===== config.mk =====
export PLATFORM = sky130hd
export DESIGN_NAME = ld_imm_wr_sched
export DESIGN_NICKNAME = d
export VERILOG_FILES = /design/src/rtl/ld_imm_wr_sched.sv
export SDC_FILE = /design/constraint.sdc
export NUM_CORES = 1
export LEC_CHECK = 0
export CORE_AREA = 2 2 109 111
export DETAILED_ROUTE_END_ITERATION = 10
export DIE_AREA = 0 0 111 113
export PLACE_DENSITY = 0.77
export SLEW_MARGIN = 20
export SYNTH_ARGS = -nofsm -noshare
export SYNTH_HDL_FRONTEND = slang
export SYNTH_SLANG_ARGS = --single-unit
export TNS_END_PERCENT = 20

===== constraint.sdc =====
create_clock -name clock -period 2.9 [get_ports clock]
set_input_delay 0.58 -clock clock [delete_from_list [all_inputs] [get_ports clock]]
set_output_delay 0.58 -clock clock [all_outputs]
set_load 0.1 [all_outputs]

===== src/rtl/ld_imm_wr_sched.sv =====
// ld_imm_wr_sched
//   Two-requester scheduler for load-immediate results. A round-robin
//   arbiter picks one requester per cycle. The winner's operand is either
//   the sign-extended 32-bit immediate {psrc1, psrc0, imm[19:12], 12'h000}
//   (srcType0 == 2'b01) or its 64-bit register data. The result is held in
//   a single stage register that drives the data-array write port.
//
// Ports
//   clock, reset           single clock, synchronous active-high reset
//   enq_valid/enq_ready    per-requester handshake (at most one ready bit)
//   enq_srcType0, enq_imm, enq_psrc0, enq_psrc1, enq_data, enq_addr
//                          per-requester payload
//   flush                  kills the staged entry and blocks accepts
//   wb_busy                write port is taken this cycle, so the stage stalls
//   wr_valid/wr_addr/wr_data  data-array write request
//
// Optional feature (macro LD_IMM_SCHED_PERF_EN)
//   perf_grants            saturating count of accepted transfers
//   perf_stalls            saturating count of cycles with wr_valid && wb_busy
module ld_imm_wr_sched #(
  parameter int unsigned ADDR_W = 4
) (
  input  logic                   clock,
  input  logic                   reset,
  input  logic [1:0]             enq_valid,
  output logic [1:0]             enq_ready,
  input  logic [1:0][1:0]        enq_srcType0,
  input  logic [1:0][19:0]       enq_imm,
  input  logic [1:0][5:0]        enq_psrc0,
  input  logic [1:0][5:0]        enq_psrc1,
  input  logic [1:0][63:0]       enq_data,
  input  logic [1:0][ADDR_W-1:0] enq_addr,
  input  logic                   flush,
  input  logic                   wb_busy,
  output logic                   wr_valid,
  output logic [ADDR_W-1:0]      wr_addr,
  output logic [63:0]            wr_data
`ifdef LD_IMM_SCHED_PERF_EN
  ,
  output logic [15:0]            perf_grants,
  output logic [15:0]            perf_stalls
`endif
);

  logic              ptr;
  logic              s1_valid;
  logic [ADDR_W-1:0] s1_addr;
  logic [63:0]       s1_data;

  logic [1:0]  grant;
  logic        wr_fire;
  logic        can_accept;
  logic        accept;
  logic        sel;
  logic [31:0] imm32;
  logic [63:0] operand;

  // ptr names the port preferred when both request.
  always_comb begin
    grant = 2'b00;
    unique case (enq_valid)
      2'b01:   grant = 2'b01;
      2'b10:   grant = 2'b10;
      2'b11:   grant = ptr ? 2'b10 : 2'b01;
      default: grant = 2'b00;
    endcase
  end

  assign wr_fire = s1_valid & ~wb_busy;
  // Reset also blocks accepts so enq_ready reads 0 while reset is held.
  assign can_accept = ~reset & ~flush & (~s1_valid | wr_fire);
  assign enq_ready  = grant & {2{can_accept}};
  assign accept     = |enq_ready;
  assign sel        = enq_ready[1];

  always_comb begin
    imm32   = {enq_psrc1[sel], enq_psrc0[sel], enq_imm[sel][19:12], 12'h000};
    operand = enq_data[sel];
    if (enq_srcType0[sel] == 2'b01) begin
      operand = {{32{imm32[31]}}, imm32};
    end
  end

  always_ff @(posedge clock) begin
    if (reset) begin
      ptr      <= 1'b0;
      s1_valid <= 1'b0;
      s1_addr  <= '0;
      s1_data  <= '0;
    end else begin
      // flush forces accept low, so the pointer cannot move during a flush.
      if (accept) begin
        ptr <= ~sel;
      end
      if (flush) begin
        s1_valid <= 1'b0;
      end else if (accept) begin
        s1_valid <= 1'b1;
        s1_addr  <= enq_addr[sel];
        s1_data  <= operand;
      end else if (wr_fire) begin
        s1_valid <= 1'b0;
      end
    end
  end

  assign wr_valid = s1_valid;
  assign wr_addr  = s1_addr;
  assign wr_data  = s1_data;

`ifdef LD_IMM_SCHED_PERF_EN
  always_ff @(posedge clock) begin
    if (reset) begin
      perf_grants <= '0;
      perf_stalls <= '0;
    end else begin
      if (accept && (perf_grants != 16'hFFFF)) begin
        perf_grants <= perf_grants + 16'd1;
      end
      if (s1_valid && wb_busy && (perf_stalls != 16'hFFFF)) begin
        perf_stalls <= perf_stalls + 16'd1;
      end
    end
  end
`endif

endmodule

# Yosys cells after proc, flatten, opt, wreduce, memory -nomap -nowiden
# Index checks and enable logic that the tools add are counted.
dict set report op_classes {
  order_cmp 1
  n_eq_ne 4
  mux 17
  bitwise 10
  n_reduce_logical 4
}
# cell count
set op_table {}
lappend op_table {{$mux 64} 3}
lappend op_table {{$mux 20} 2}
lappend op_table {{$mux 6} 4}
lappend op_table {{$mux 4} 2}
lappend op_table {{$mux 2} 3}
lappend op_table {{$pmux 2 s3} 1}
lappend op_table {{$not 1->1} 5}
lappend op_table {{$eq 2x1->1 const B} 2}
lappend op_table {{$eq 2x2->1 const B} 2}
lappend op_table {{$reduce_or 2->1} 2}
lappend op_table {{$and 1x1->1} 3}
lappend op_table {{$and 2x2->2} 1}
lappend op_table {{$lt 1x2->1 const B} 1}
lappend op_table {{$mux 1} 2}
lappend op_table {{$reduce_and 2->1} 1}
lappend op_table {{$reduce_bool 2->1} 1}
lappend op_table {{$or 1x1->1} 1}
dict set report word_totals {
  regBits 70
  input_bits 210
  output_inout_bits 71
  word_cells 40
}

# Longest topological paths before layout
dict set report depth {
  word_depth 9
  mapped_depth 7
  mapped_depth_nobuf 6
}

# Worst setup path after synthesis
# Ideal clock, no wire load.
dict set report synth_path {
  path_type {reg-to-output}
  from {register s1_valid (netlist: wr_valid)}
  to {output enq_ready[0]}
  t_arrival_ps 1873
  required_ps 2320
  setup_slack_ps 447
  path_stages_with_launch 3
  n_path_buf 0
  path_cell_list {dfxtp_1 > a211oi_4 > and2_1}
}
dict set report synth_between {
  elab_chain_cells 4
  elab_cells_between_ends 5
  classes_between {bitwise (5)}
}
# element line
set synth_rtl {}
lappend synth_rtl {{from (decl)} 46} ;# logic s1_valid;
lappend synth_rtl {{from (signal assigned)} 87} ;# s1_valid <= 1'b0;
lappend synth_rtl {{from (signal assigned)} 96} ;# s1_valid <= 1'b0;
lappend synth_rtl {{from (signal assigned)} 98} ;# s1_valid <= 1'b1;
lappend synth_rtl {{$and 1x1->1 or $not 1->1 (tied branches)} {69, 71}}
lappend synth_rtl {{$or 1x1->1 *} 71} ;# assign can_accept = ~reset & ~flush & (~s1_valid | wr_fire);
lappend synth_rtl {{$and 1x1->1 *} 71}
lappend synth_rtl {{$and 2x2->2 *} 72} ;# assign enq_ready = grant & {2{can_accept}};
lappend synth_rtl {{to (decl)} 26} ;# output logic [1:0] enq_ready,
# Every way passes the cells marked *; elsewhere a longest branch is shown, timed or not.

# Worst setup path in the final report
dict set report layout_path {
  from {input wb_busy}
  to {output enq_ready[1]}
}
dict set report layout_between {
  elab_chain_cells 5
}
# element line
set layout_rtl {}
lappend layout_rtl {{from (decl)} 34} ;# input logic wb_busy,
lappend layout_rtl {{$not 1->1} 69} ;# assign wr_fire = s1_valid & ~wb_busy;
lappend layout_rtl {{$and 1x1->1} 69}
lappend layout_rtl {{$or 1x1->1} 71}
lappend layout_rtl {{$and 1x1->1} 71}
lappend layout_rtl {{$and 2x2->2} 72}
# Every way passes these cells.

==> run_summary.xml <==
<?xml version="1.0" encoding="UTF-8"?>
<metrics>
  <group name="run_status">
    <metric name="run_status" unit="">completed</metric>
  </group>
  <group name="logic_synthesis">
    <metric name="synth_ff_type" unit="">dfxtp_1</metric>
    <metric name="ys_async_rst_share" unit="%">0</metric>
    <metric name="synth_common_cells" unit="">75 x mux2i_1, 70 x dfxtp_1, 67 x nand2_1</metric>
    <metric name="synthesis.yosys.warnings" unit="">0</metric>
    <metric name="post_synth_edffs" unit="">0</metric>
    <metric name="synth_fp_nets" unit="">630</metric>
    <metric name="synth_register_bits" unit="">70</metric>
    <metric name="syn_area" unit="um^2">3575</metric>
    <metric name="synthDominantCellAreaShare" unit="%">39.20</metric>
    <metric name="synth_largest_area_cell" unit="">dfxtp_1</metric>
    <metric name="synthTopCellsByArea" unit="">dfxtp_1 39%, mux2i_1 21%, nand2_1 7.0%</metric>
    <metric name="yosysSeqAreaShare" unit="%">39.20</metric>
    <metric name="netlist-cell-type-count" unit="">29</metric>
    <metric name="synth.most_common_cell" unit="">mux2i_1</metric>
    <metric name="syn_inst_count" unit="">420</metric>
    <metric name="syn_avg_cell_area" unit="um^2">8.511</metric>
  </group>
  <group name="clock_network">
    <metric name="ctsHtreeMaxLevel" unit="">3</metric>
    <metric name="post-cts-setup-buffer-count" unit="">0</metric>
    <metric name="cts_inserted_buffers" unit="">9</metric>
    <metric name="cts_buffer_depth" unit="">2</metric>
    <metric name="tritoncts_clock_tree" unit="">yes</metric>
    <metric name="tritoncts_num_sinks" unit="">70</metric>
    <metric name="clk_pin_slew" unit="ns">0.05</metric>
    <metric name="clk_root_buffer_cell" unit="">clkbuf_16</metric>
    <metric name="clk_latency" unit="ns">0.33</metric>
    <metric name="number_of_instances_resized_during_post_cts_repair" unit="">0</metric>
    <metric name="cts_hold_fix_bufs" unit="">0</metric>
  </group>
  <group name="final_layout">
    <metric name="post_layout_utilization_of_the_core" unit="%">56.88</metric>
    <metric name="post_layout_nonfiller_instances" unit="">808</metric>
    <metric name="drive_above_1_share" unit="%">16.84</metric>
    <metric name="nets" unit="">872</metric>
    <metric name="antenna_cells_inserted" unit="">0</metric>
    <metric name="synthToLayoutAreaGrowth" unit="%">79.35</metric>
  </group>
  <group name="global_route">
    <metric name="global_route_wire_length_before_repair" unit="um">21560</metric>
    <metric name="grt_overflow" unit="">0</metric>
    <metric name="global_route.usage.total" unit="%">21.35</metric>
    <metric name="grt_start_max_net_pins" unit="">61</metric>
    <metric name="number_of_global_route_vias_before_repair" unit="">4259</metric>
    <metric name="antenna_found_initial" unit="">0</metric>
  </group>
  <group name="sta">
    <metric name="layout_skew" unit="ns">0.003981</metric>
    <metric name="post-route-period-util" unit="%">86.79</metric>
    <metric name="layout_min_cycle_time" unit="ns">2.517</metric>
    <metric name="worst_slew_margin_relative_to_its_limit" unit="%">61.94</metric>
    <metric name="fin_tns_setup" unit="ns">0</metric>
    <metric name="setup_viol" unit="">0</metric>
    <metric name="hold_viol_final" unit="">0</metric>
    <metric name="layout_setup_ws" unit="ns">0.3830</metric>
    <metric name="max_freq" unit="GHz">0.3973</metric>
    <metric name="final_max_slew_viol_count" unit="">0</metric>
    <metric name="max_slew.worst_pin.slew" unit="ns">0.5708</metric>
    <metric name="grt_setup_unrepaired" unit="">no</metric>
  </group>
  <group name="worst_setup_path">
    <metric name="number_of_cells_traversed_by_the_worst_register_to_register_path" unit="">6</metric>
    <metric name="slowest_stage_delay_cp" unit="ns">0.47</metric>
    <metric name="timing.critical_path.cells" unit="">clkdlybuf4s50_1, a211oi_4, nand3_4, inv_2, buf_12</metric>
    <metric name="critPathLaunchType" unit="">primary input</metric>
    <metric name="worst_path_max_delay_cell" unit="">clkdlybuf4s50_1</metric>
    <metric name="cp.arrival" unit="ns">1.94</metric>
    <metric name="crit_path_max_fanout" unit="">5</metric>
    <metric name="cp_data_required_time" unit="ns">2.32</metric>
    <metric name="critical_path.endpoint" unit="">enq_ready[1]</metric>
    <metric name="criticalPathCategory" unit="">primary input to output pin</metric>
    <metric name="end_kind" unit="">output pin</metric>
    <metric name="worst_r2r_endpoint" unit="">wr_data[0]</metric>
    <metric name="regToRegStartpoint" unit="">wr_valid</metric>
    <metric name="critical_path.startpoint" unit="">wb_busy</metric>
    <metric name="r2r_setup_slack" unit="ns">1.05</metric>
  </group>
  <group name="detailed_routing">
    <metric name="avgRoutedWirePerCell" unit="um">16.39</metric>
    <metric name="routed_wirelength" unit="um">13240</metric>
    <metric name="route.antenna.remaining_nets" unit="">0</metric>
    <metric name="vias" unit="">4089</metric>
    <metric name="detailedRoute.firstPassIterationCount" unit="">4</metric>
    <metric name="avgViaCountPerCell" unit="">5.061</metric>
    <metric name="drc" unit="">0</metric>
    <metric name="detailedRoute.firstIterationViolations" unit="">205</metric>
  </group>
  <group name="pwr">
    <metric name="peakVddDrop" unit="mV">0.2786</metric>
    <metric name="power.density_cell_area" unit="nW/um^2">500.1</metric>
    <metric name="power_leakage" unit="nW">2.946</metric>
  </group>
  <group name="job">
    <metric name="max-cap-violations" unit="">0</metric>
  </group>
  <group name="place">
    <metric name="dp_worst_setup_slack" unit="ns">0.3176</metric>
    <metric name="dp_hpwl" unit="um">9956</metric>
    <metric name="placedCellCount" unit="">794</metric>
    <metric name="numPortBuffers" unit="">256</metric>
    <metric name="place_congestion" unit="">0.8824</metric>
  </group>
  <group name="floorplanning">
    <metric name="initial_standard_cell_utilization_of_the_core" unit="%">31.71</metric>
    <metric name="num_io_pins" unit="">281</metric>
    <metric name="floorplan.die.width" unit="um">111</metric>
    <metric name="core_region_area" unit="um^2">11270</metric>
    <metric name="die_outline_area" unit="um^2">12540</metric>
    <metric name="num_rows" unit="">39</metric>
    <metric name="chipHeight" unit="um">113</metric>
  </group>
  <group name="hold_path">
    <metric name="min-delay-path-class" unit="">flop to flop</metric>
  </group>
</metrics>
cells by family (layout without fill, tap and decap cells):
group | Yosys count | in the layout | share of synthesized area [%]
flip-flops | 70 | 70 | 39.20
multiplexers | 75 | 75 | 21.00
buffers and inverters | 39 | 284 | 4.725
AO/OA/AOI/OAI | 76 | 76 | 16.35
AND/OR/NAND/NOR | 160 | 160 | 18.73
layer usage:
layer | vias to the layer above | part of all wire [%] | GRT usage, %
li1 | 1978 | - | -
met1 | 1887 | 39 | 23.27
met2 | 202 | 50 | 38.04
met3 | 22 | 9.0 | 7.659
met4 | 0 | 2.4 | 8.333
met5 | - | 0 | 0
report_power, final:
| part | switching, W | internal (W) | total, W |
|---|---|---|---|
| clock | 0.000376 | 0.000589 | 0.000966 |
| sequential | 0.0000355 | 0.00103 | 0.00107 |
| combinational | 0.000738 | 0.000436 | 0.00117 |
layout by cell type, fill, tap and decap left out, drive strengths merged, types with 19 or more instances in the layout:
master and n:
dfxtp 70, nand3 36, buf 84, nand2 67, a21oi 19, mux2i 75, o22ai 25, nor2 50
clkdlybuf4s50 184
sequential cells by signal, summed over array words and instances, names as in the netlist:
signal and count:
ptr 1, wr_addr 4, wr_data 64, wr_valid 1
worst max-delay path, delay by kind of cell:
kind                   cells  cell delay (ns)
and+or+nand+nor            1             0.13
buffers and inverters      3             0.80
AOI/OAI and AO/OA          1             0.41
area by class of cell:
class,count,area (um^2)
Tap cell,143,178.9
Multi-Input combinational cell,311,2022
Clock buffer,12,246.5
Sequential cell,70,1401
Timing Repair Buffer,268,2545
Fill cell,978,4861
Clock inverter,2,10.01
Inverter,2,7.507
how the worst min path moves through the flow:
stage          depth (start not counted)           to  slack [ns]        start
3_3_place_gp                           2  wr_data[28]        0.44  wr_data[28]
3_5_place_dp                           2  wr_data[28]        0.45  wr_data[28]
2_1_floorplan                          2          ptr        0.47          ptr
5_1_grt                                2  wr_data[28]        0.48  wr_data[28]
4_1_cts                                2  wr_data[28]        0.46  wr_data[28]
6_report                               2  wr_data[25]        0.45  wr_data[25]
through the flow:
| step | instance area, um^2 | hold slack, ns | power, W |
|---|---|---|---|
| after CTS | 6411 | 0.4558 | 0.003237 |
| final | 6411 | 0.4520 | 0.003206 |
| after detailed placement | 6155 | 0.4483 | 0.002264 |
| after global placement | 6155 | 0.4445 | 0.002247 |
| after floorplan | 3575 | 0.4734 | 0.001820 |
| after global routing | 6411 | 0.4761 | 0.003341 |
Note: power is estimated with default switching activity, not from simulation.
